===== src/rtl/proj_pkg.sv =====
// proj_pkg: shared definitions for the projection collapser.
//   - one-hot codes for the four packed base values
//   - k-mer index offset helper
//   - collapser FSM state type
package proj_pkg;

  // One-hot code per packed base value (base value n -> bit n set).
  localparam logic [3:0] OH_BASE_0 = 4'b0001;
  localparam logic [3:0] OH_BASE_1 = 4'b0010;
  localparam logic [3:0] OH_BASE_2 = 4'b0100;
  localparam logic [3:0] OH_BASE_3 = 4'b1000;

  typedef enum logic {
    S_FILL  = 1'b0,
    S_CHECK = 1'b1
  } collapser_state_t;

  // Offset that the extender subtracted when it made the index signed.
  function automatic int unsigned kmer_offset(input int unsigned frag_size,
                                              input int unsigned kmer_size);
    return (frag_size - kmer_size) >> 1;
  endfunction

endpackage


===== src/rtl/gfm_base_decoder.sv =====
// gfm_base_decoder: combinational one-hot to packed base decoder.
//   gfm_i     : BASES one-hot slices of 4 bits, base 0 in the LSBs
//   bases_o   : BASES packed 2-bit bases, base 0 in the LSBs
//   invalid_o : high if any slice is not a legal one-hot code
// Illegal codes decode to 2'b00.
module gfm_base_decoder
  import proj_pkg::*;
#(
  parameter int unsigned BASES = 1
) (
  input  logic [4*BASES-1:0] gfm_i,
  output logic [2*BASES-1:0] bases_o,
  output logic               invalid_o
);

  logic [BASES-1:0] bad;

  for (genvar g = 0; g < BASES; g++) begin : g_base
    logic [1:0] code;
    logic       err;

    always_comb begin
      code = '0;
      err  = 1'b0;
      case (gfm_i[4*g +: 4])
        OH_BASE_0: code = 2'd0;
        OH_BASE_1: code = 2'd1;
        OH_BASE_2: code = 2'd2;
        OH_BASE_3: code = 2'd3;
        default:   err  = 1'b1;
      endcase
    end

    assign bases_o[2*g +: 2] = code;
    assign bad[g]            = err;
  end

  assign invalid_o = |bad;

endmodule


===== src/rtl/proj_collapser.sv =====
// proj_collapser: rebuilds a packed fragment and its unsigned k-mer index
// vector from the projection extender's one-hot beat stream.
//   clk, rst_n        : clock, asynchronous active-low reset
//   in_valid/in_ready : beat handshake; in_gfm one-hot slice, in_index signed
//                       index sampled on the last beat of each pass
//   out_valid/out_ready : frame handshake
//   out_fragment      : rebuilt packed fragment
//   out_kmer_indices  : slot k holds the index of pass k
//   out_err_*         : per-frame flags (bad one-hot, pass mismatch, index range)
module proj_collapser
  import proj_pkg::*;
#(
  parameter int unsigned FRAG_LEN_BITS     = 8,
  parameter int unsigned FRAG_SIZE         = 8,
  parameter int unsigned KMER_SIZE         = 4,
  parameter int unsigned INDICES_COUNT     = 4,
  parameter int unsigned INDICE_LEN        = 3,
  parameter int unsigned SIGNED_INDICE_LEN = 4,
  parameter int unsigned FRAG_PART_ONE_HOT = 4,
  parameter int unsigned BASE_LEN          = 2,
  parameter int unsigned ONE_HOT_LEN       = 4
) (
  input  logic                                clk,
  input  logic                                rst_n,
  input  logic                                in_valid,
  output logic                                in_ready,
  input  logic [FRAG_PART_ONE_HOT-1:0]        in_gfm,
  input  logic [SIGNED_INDICE_LEN-1:0]        in_index,
  output logic                                out_valid,
  input  logic                                out_ready,
  output logic [FRAG_LEN_BITS-1:0]            out_fragment,
  output logic [INDICES_COUNT*INDICE_LEN-1:0] out_kmer_indices,
  output logic                                out_err_onehot,
  output logic                                out_err_mismatch,
  output logic                                out_err_range
);

  localparam int unsigned BPB       = FRAG_PART_ONE_HOT / ONE_HOT_LEN;
  localparam int unsigned BEAT_BITS = BASE_LEN * BPB;
  localparam int unsigned BEATS     = FRAG_LEN_BITS / BEAT_BITS;
  localparam int unsigned BW        = (BEATS > 1) ? $clog2(BEATS) : 1;
  localparam int unsigned PW        = (INDICES_COUNT > 1) ? $clog2(INDICES_COUNT) : 1;
  localparam int unsigned OFFSET    = kmer_offset(FRAG_SIZE, KMER_SIZE);
  localparam int unsigned IW        = INDICES_COUNT * INDICE_LEN;

  localparam logic [BW-1:0] LAST_BEAT = BW'(BEATS - 1);
  localparam logic [PW-1:0] LAST_PASS = PW'(INDICES_COUNT - 1);

  collapser_state_t       state_q, state_d;
  logic [BW-1:0]          beat_q, beat_d;
  logic [PW-1:0]          pass_q, pass_d;
  logic [FRAG_LEN_BITS-1:0] frag_q, frag_d, frag_n;
  logic [IW-1:0]          idx_q, idx_d, idx_n;
  logic                   eoh_q, eoh_d, eoh_n;
  logic                   emm_q, emm_d, emm_n;
  logic                   erg_q, erg_d, erg_n;

  logic                   ovalid_q, ovalid_d;
  logic [FRAG_LEN_BITS-1:0] ofrag_q, ofrag_d;
  logic [IW-1:0]          oidx_q, oidx_d;
  logic                   oeoh_q, oeoh_d, oemm_q, oemm_d, oerg_q, oerg_d;

  logic [BEAT_BITS-1:0]   dec_bases, stored_bits;
  logic                   dec_invalid;
  logic [SIGNED_INDICE_LEN-1:0] sum;
  logic                   accept, last_beat, last_pass, frame_done;

  gfm_base_decoder #(.BASES(BPB)) u_dec (
    .gfm_i     (in_gfm),
    .bases_o   (dec_bases),
    .invalid_o (dec_invalid)
  );

  assign in_ready   = ~ovalid_q | out_ready;
  assign accept     = in_valid & in_ready;
  assign last_beat  = (beat_q == LAST_BEAT);
  assign last_pass  = (pass_q == LAST_PASS);
  assign frame_done = last_beat & last_pass;
  assign sum        = in_index + SIGNED_INDICE_LEN'(OFFSET);

  always_comb begin
    stored_bits = '0;
    for (int unsigned b = 0; b < BEATS; b++) begin
      if (beat_q == BW'(b)) stored_bits = frag_q[b*BEAT_BITS +: BEAT_BITS];
    end
  end

  // Working values including the current beat; used both for the working
  // registers and, on frame completion, for the output register load.
  always_comb begin
    frag_n = frag_q;
    idx_n  = idx_q;
    eoh_n  = eoh_q | dec_invalid;
    emm_n  = emm_q;
    erg_n  = erg_q;
    if (state_q == S_FILL) begin
      for (int unsigned b = 0; b < BEATS; b++) begin
        if (beat_q == BW'(b)) frag_n[b*BEAT_BITS +: BEAT_BITS] = dec_bases;
      end
    end else begin
      emm_n = emm_q | (dec_bases != stored_bits);
    end
    if (last_beat) begin
      for (int unsigned k = 0; k < INDICES_COUNT; k++) begin
        if (pass_q == PW'(k)) idx_n[k*INDICE_LEN +: INDICE_LEN] = sum[INDICE_LEN-1:0];
      end
      erg_n = erg_q | sum[SIGNED_INDICE_LEN-1];
    end
  end

  always_comb begin
    state_d = state_q;
    beat_d  = beat_q;
    pass_d  = pass_q;
    frag_d  = frag_q;
    idx_d   = idx_q;
    eoh_d   = eoh_q;
    emm_d   = emm_q;
    erg_d   = erg_q;
    ovalid_d = ovalid_q & ~out_ready;
    ofrag_d  = ofrag_q;
    oidx_d   = oidx_q;
    oeoh_d   = oeoh_q;
    oemm_d   = oemm_q;
    oerg_d   = oerg_q;
    if (accept) begin
      frag_d = frag_n;
      idx_d  = idx_n;
      beat_d = last_beat ? '0 : beat_q + BW'(1);
      if (last_beat) begin
        pass_d  = last_pass ? '0 : pass_q + PW'(1);
        state_d = last_pass ? S_FILL : S_CHECK;
      end
      if (frame_done) begin
        eoh_d    = 1'b0;
        emm_d    = 1'b0;
        erg_d    = 1'b0;
        ovalid_d = 1'b1;
        ofrag_d  = frag_n;
        oidx_d   = idx_n;
        oeoh_d   = eoh_n;
        oemm_d   = emm_n;
        oerg_d   = erg_n;
      end else begin
        eoh_d = eoh_n;
        emm_d = emm_n;
        erg_d = erg_n;
      end
    end
  end

  always_ff @(posedge clk or negedge rst_n) begin
    if (!rst_n) begin
      state_q  <= S_FILL;
      beat_q   <= '0;
      pass_q   <= '0;
      frag_q   <= '0;
      idx_q    <= '0;
      eoh_q    <= 1'b0;
      emm_q    <= 1'b0;
      erg_q    <= 1'b0;
      ovalid_q <= 1'b0;
      ofrag_q  <= '0;
      oidx_q   <= '0;
      oeoh_q   <= 1'b0;
      oemm_q   <= 1'b0;
      oerg_q   <= 1'b0;
    end else begin
      state_q  <= state_d;
      beat_q   <= beat_d;
      pass_q   <= pass_d;
      frag_q   <= frag_d;
      idx_q    <= idx_d;
      eoh_q    <= eoh_d;
      emm_q    <= emm_d;
      erg_q    <= erg_d;
      ovalid_q <= ovalid_d;
      ofrag_q  <= ofrag_d;
      oidx_q   <= oidx_d;
      oeoh_q   <= oeoh_d;
      oemm_q   <= oemm_d;
      oerg_q   <= oerg_d;
    end
  end

  assign out_valid        = ovalid_q;
  assign out_fragment     = ofrag_q;
  assign out_kmer_indices = oidx_q;
  assign out_err_onehot   = oeoh_q;
  assign out_err_mismatch = oemm_q;
  assign out_err_range    = oerg_q;

endmodule


===== config.mk =====
export PLATFORM = sky130hd
export DESIGN_NAME = proj_collapser
export DESIGN_NICKNAME = d
export VERILOG_FILES = /design/src/rtl/proj_pkg.sv /design/src/rtl/gfm_base_decoder.sv /design/src/rtl/proj_collapser.sv
export SDC_FILE = /design/constraint.sdc
export NUM_CORES = 1
export LEC_CHECK = 0
export ABC_AREA = 0
export BUFFER_PORTS_ARGS = -buffer_cell sky130_fd_sc_hd__clkbuf_2
export CELL_PAD_IN_SITES_DETAIL_PLACEMENT = 1
export CELL_PAD_IN_SITES_GLOBAL_PLACEMENT = 2
export CORE_MARGIN = 2
export CORE_UTILIZATION = 36
export DETAILED_ROUTE_END_ITERATION = 7
export PLACE_DENSITY_LB_ADDON = 0.25
export SLEW_MARGIN = 20
export SYNTH_ARGS = -nofsm -noshare
export SYNTH_HDL_FRONTEND = slang
export SYNTH_SLANG_ARGS = --single-unit

===== constraint.sdc =====
create_clock -name clk -period 2.4 [get_ports clk]
set_clock_uncertainty 0.1 [all_clocks]
set_input_delay 0.48 -clock clk [delete_from_list [all_inputs] [get_ports clk]]
set_output_delay 0.48 -clock clk [all_outputs]
set_load 0.01 [all_outputs]

* Word-level counts from Yosys, hierarchy flattened
Cells that the tools add are included.
** Storage, ports and cells
- Output and inout bits :: 25
- Logic and storage cells :: 68
- Register bits :: 52
** Cells by class
- Reduce and logical (&&, ||, !) cells :: 5
- Add/sub/neg operators :: 3
- Eq/ne operators :: 11
- Multiplexer cells :: 26
- Bitwise logic cells :: 9
** Operators by type and width (count)
- $mux 2 :: 10
- $mux 12 :: 1
- $mux 3 :: 4
- $mux 1 :: 9
- $eq 2x2->1 const B :: 4
- $mux 8 :: 1
- $pmux 2 s3 :: 1
- $add 2x1->2 const B :: 2
- $add 4x2->4 const B :: 1
- $eq 2x1->1 const B :: 2
- $eq 4x1->1 const B :: 1
- $eq 4x2->1 const B :: 1
- $eq 4x3->1 const B :: 1
- $eq 4x4->1 const B :: 1
- $logic_not 2->1 :: 2
- $or 1x1->1 :: 4
- $reduce_and 2->1 :: 2
- $reduce_or 4->1 :: 1
- $and 1x1->1 :: 3
- $ne 2x2->1 :: 1
- $not 1->1 :: 2

* Logic depth before layout (Yosys ltp)
- Word-level depth :: 9
- Mapped depth :: 7
- Gate-level depth less buffers :: 7

* By module
From an unflattened synthesis, not the netlist that was laid out.
** Second synthesis, totals
- Cells, all modules :: 219
- Area total of the unflattened synthesis :: 2403.6 um2
** By module, submodules not included
- proj_collapser :: cells an instance 211, seq. area each 1226.2 um2, area an instance 2341.0 um2, times used 1
- gfm_base_decoder :: cells an instance 8, seq. area each 0.0 um2, area an instance 62.6 um2, times used 1

* Worst setup path before layout
No wires, ideal clock.
- Path type :: input -> register
- Start point :: in out_ready
- End point :: reg frag_q[6]
- Stages :: 6
- Buffers on the path :: 2
- Arrival :: 1.574 ns
- Setup slack :: 0.601 ns
- Path through :: nand2b_1 > and2_1 > buf_2 > buf_2 > nand3b_1 > mux2_2
** On the way
- Cells in the longest elaborated chain, start to end :: 2
** RTL lines
- from (decl) :: RTL line proj_collapser.sv:30 : input logic out_ready,
- $or 1x1->1 :: RTL line proj_collapser.sv:74 : assign in_ready = ~ovalid_q | out_ready;
- $and 1x1->1 :: RTL line proj_collapser.sv:75 : assign accept = in_valid & in_ready;
- to (signal assigned) :: RTL line proj_collapser.sv:172 : frag_q <= frag_d;
- to (decl) :: RTL line proj_collapser.sv:52 : logic [FRAG_LEN_BITS-1:0] frag_q, frag_d, frag_n;
Every way passes these cells.
A chain may end at the register's enable or synchronous reset.

* Worst setup path in the final report
- Start point :: reg ovalid_q (netlist: out_valid)
- End point :: reg oemm_q (netlist: out_err_mismatch)
** On the way
- Cells in the longest elaborated chain, start to end :: 4
** RTL lines
- from (decl) :: RTL line proj_collapser.sv:58 : logic ovalid_q, ovalid_d;
- from (signal assigned) :: RTL line proj_collapser.sv:177 : ovalid_q <= ovalid_d;
- $not 1->1 :: RTL line proj_collapser.sv:74
- $or 1x1->1 :: RTL line proj_collapser.sv:74
- $and 1x1->1 :: RTL line proj_collapser.sv:75
- $reduce_and 2->1 (no source line)
- to (signal assigned) :: RTL line proj_collapser.sv:181 : oemm_q <= oemm_d;
- to (decl) :: RTL line proj_collapser.sv:61 : logic oeoh_q, oeoh_d, oemm_q, oemm_d, oerg_q, oerg_d;
Every way passes these cells.

==> summary.md <==
| Metric | Value |
|---|---|
| Relative slew slack | `0.577` |
| Uppermost layer routed | `met4` |
| Hold crit path type | `primary input to asynchronous set/reset pin` |
| Clock root buffer master | `clkbuf_8` |
| Vias | `1684` |
| Die height | `84.8 um` |
| Worst slew pin tran | `0.634 ns` |
| DP HPWL | `3670 um` |
| Die W | `84.8 um` |
| Post-synthesis register bit count | `49` |
| Final hold violation count | `14` |
| CTS Buf Count | `5` |
| Number of diodes | `0` |
| Sequential share of power | `0.444` |
| Fin. max-slew vios | `0` |
| All-Layer GR Usage | `0.153` |
| Area grow syn2layout | `16.4%` |
| Vias in the first global route | `1706` |
| Crit Path Class | `register to register` |
| Routed wl met2 | `2150 um` |
| Failing checks | `negative hold slack` |
| Routed Antenna Nets | `0` |
| Routed WL | `5080 um` |
| Clk_lat worst skew | `0.30 ns` |
| Slowest CP cell | `and2_1` |
| YS warnings | `0` |
| Final worst path period need | `1.88 ns` |
| Crit path required time | `2.49 ns` |
| RePlAce Congestion | `0.779` |
| RSZ-0062 raised after global routing | `no` |
| Wire length on met1 | `2720 um` |
| Final Setup Violations | `0` |
| Clock Path Buffers | `2` |
| Synth unique cells | `27` |
| Status | `finished, violations left` |
| Primary FF master, synth | `dfrtp_1` |
| Grt ovf | `0` |
| Avg WL per Cell | `15.0 um` |
| Met3 routed wirelength | `151 um` |
| Comb pwr share | `0.353` |
| Reg clk slew, reported paths | `0.09 ns` |
| Period utilisation layout | `0.783` |
| Syn_nets | `243` |
| Vias per std cell | `4.97` |
| First-pass GRT wire length | `8760 um` |
| Hold bufs inserted after CTS | `0` |
| Max VDD drop | `0.403 mV` |
| CTS tree | `done` |
| Pwr/cell area | `1130 mW/mm^2` |
| Die area | `0.00719 mm^2` |
| Core Util, Final | `0.431` |
| Post-CTS Setup Inserts | `0` |
| Rows | `29` |
| Async SR Flop Fraction | `1.00` |
| Hold Worst Slack | `-0.00493 ns` |
| Internal Power | `2000 uW` |
| Worst setup SP type | `register` |
| FF-to-FF End | `out_err_mismatch$_DFFE_PN0P_` |
| DRT iter0 DRCs | `61` |
| Cells after Synth | `222` |
| I/O Pins | `37` |
| Largest net degree at the start of global routing | `26` |
| IO Port Bufs | `36` |
| Switching part of the total | `0.353` |
| Net Sw Power | `1090 uW` |
| Crit-path max cell delay | `0.54 ns` |
| H-tree levels | `2` |
| Arr. time, crit path | `1.97 ns` |
| 1st-pass router iterations | `4` |
| Initial antenna violation count | `0` |
| Clock network fraction of design power | `0.203` |
| Residual DRC count | `0` |
| TritonCTS Sinks | `49` |
| Netlist Area Pre-Place | `0.00235 mm^2` |
| Setup total negative slack | `0 ns` |
| Fmax achieved | `0.532 GHz` |
| Starting Density | `0.370` |
| Nets@finish | `282` |
| Layout cells sized above 1 | `0.229` |
| Reg2reg start | `out_valid$_DFF_PN0_` |
| Core area | `0.00635 mm^2` |
| EDFF count, synth | `0` |
| Crit. End Element | `register` |
| Leakage power | `0.00140 uW` |
| Post-CTS sizing | `0` |
| Max-cap violation count | `0` |
| CP max FO | `25` |
| Post-synthesis sequential area ratio | `0.522` |
| Mean Syn Cell Area | `10.6 um^2` |
| Total power | `3090 uW` |
| Crit-path cells | `nand2b_1, and2_1, nand3_1, buf_4, nor2_1, a21oi_1` |
| R2R Setup Slk | `0.52 ns` |
| R2R cell count | `6` |
-- how the worst max path moves through the flow --
stage | startpoint | to | slack, ns | cells after the start
3_3_place_gp | out_ready | pass_q[1]$_DFFE_PN0P_ | 0.38 | 5
5_1_grt | out_valid$_DFF_PN0_ | out_err_mismatch$_DFFE_PN0P_ | 0.34 | 6
2_1_floorplan | out_ready | frag_q[6]$_DFFE_PN0P_ | 0.60 | 6
6_report | out_valid$_DFF_PN0_ | out_err_mismatch$_DFFE_PN0P_ | 0.52 | 6
3_5_place_dp | out_ready | out_fragment[7]$_DFFE_PN0P_ | 0.32 | 7
4_1_cts | out_valid$_DFF_PN0_ | out_err_mismatch$_DFFE_PN0P_ | 0.52 | 6
-- synthesized netlist by cell type (3+ instances only) --
| library cell | number | area (um^2) |
|---|---|---|
| nand2b_1 | 5 | 31.3 |
| xor2_1 | 3 | 26.3 |
| buf_2 | 9 | 45.0 |
| inv_1 | 5 | 18.8 |
| ha_1 | 9 | 113 |
| nand3b_1 | 6 | 45.0 |
| mux2i_1 | 14 | 140 |
| o21ai_1 | 19 | 95.1 |
| dfrtp_1 | 49 | 1230 |
| o21ai_0 | 10 | 50.1 |
| mux2_1 | 6 | 67.6 |
| mux2_2 | 9 | 101 |
| nand3_1 | 4 | 20.0 |
| a211oi_1 | 5 | 37.5 |
| nor2_1 | 10 | 37.5 |
| nand2_1 | 39 | 146 |
| a21oi_1 | 5 | 25.0 |
-- cell families (layout without fill, tap and decap cells) --
kind of cell / count (synthesis) / in the layout / share of synthesized area
mux: 29 / 29 / 0.131
fa+ha+maj: 9 / 9 / 0.0479
xor+xnor: 5 / 5 / 0.0186
simple gates: 74 / 74 / 0.155
flops: 49 / 49 / 0.522
compound gates: 42 / 42 / 0.0985
buf+inv: 14 / 54 / 0.0271
-- area by class of cell --
type,instances,area [um^2]
flip-flops and latches,49,1230
multi-input cells,159,1060
fillers,744,3610
clock buffers,7,86.3
clock inverters,1,30.0
well taps,77,96.3
repair buffers,41,218
inverters,5,18.8
-- per-stage QoR --
stage / std cells / hold WS (ns) / cell area (um^2) / setup WS (ns)
final: 339 / -0.00493 / 2740 / 0.521
after global routing: 339 / 0.0214 / 2740 / 0.339
after CTS: 339 / 0.0111 / 2740 / 0.522
after detailed placement: 331 / 0.340 / 2620 / 0.319
after global placement: 331 / 0.333 / 2620 / 0.375
after floorplan: 222 / 0.0844 / 2350 / 0.601
-- registers in the layout (all words and copies together) (netlist names), 2 cells and up --
name and count:
beat_q 2, out_kmer_indices 12, idx_q 9, out_fragment 8
pass_q 2, frag_q 8
-- cells in the final DEF, fill, tap and decap left out, drive strengths merged --
cell / netlist / layout
a21o: 1 / 1
and3: 2 / 2
o21ba: 1 / 1
mux2: 15 / 15
nor2b: 2 / 2
inv: 5 / 5
xor2: 3 / 3
nand3: 4 / 4
nand3b: 6 / 6
nand2: 39 / 39
a211oi: 5 / 5
nor3b: 2 / 2
nor3: 3 / 3
clkbuf: 0 / 43
ha: 9 / 9
a31oi: 1 / 1
nor2: 10 / 10
buf: 9 / 5
nand2b: 5 / 5
dfrtp: 49 / 49
o21ai: 29 / 29
mux2i: 14 / 14
xnor2: 2 / 2
and2: 1 / 1
a21oi: 5 / 5
bufinv: 0 / 1
-- per-layer routing --
layer  vias up  global-route usage
met5         -                   0
met4         0              0.0390
met3         6              0.0302
met2        24               0.218
met1       821               0.238
li1        833                   -
-- worst max-delay path, delay by kind of cell (launching register included) --
kind                   cells  cell delay [ns]
and+or+nand+nor            4             0.94
DFF                        1             0.39
AOI/OAI and AO/OA          1             0.07
buffers and inverters      1             0.25
-- power by group through the flow --
stage / logic, uW / registers, uW / clock network, uW
after CTS: 1110 / 1380 / 639
after global placement: 1070 / 1380 / 0
final: 1090 / 1370 / 627
after global routing: 1260 / 1420 / 671
after detailed placement: 1110 / 1400 / 0
after floorplan: 712 / 1400 / 0
Note: power is estimated with default switching activity, not from simulation.
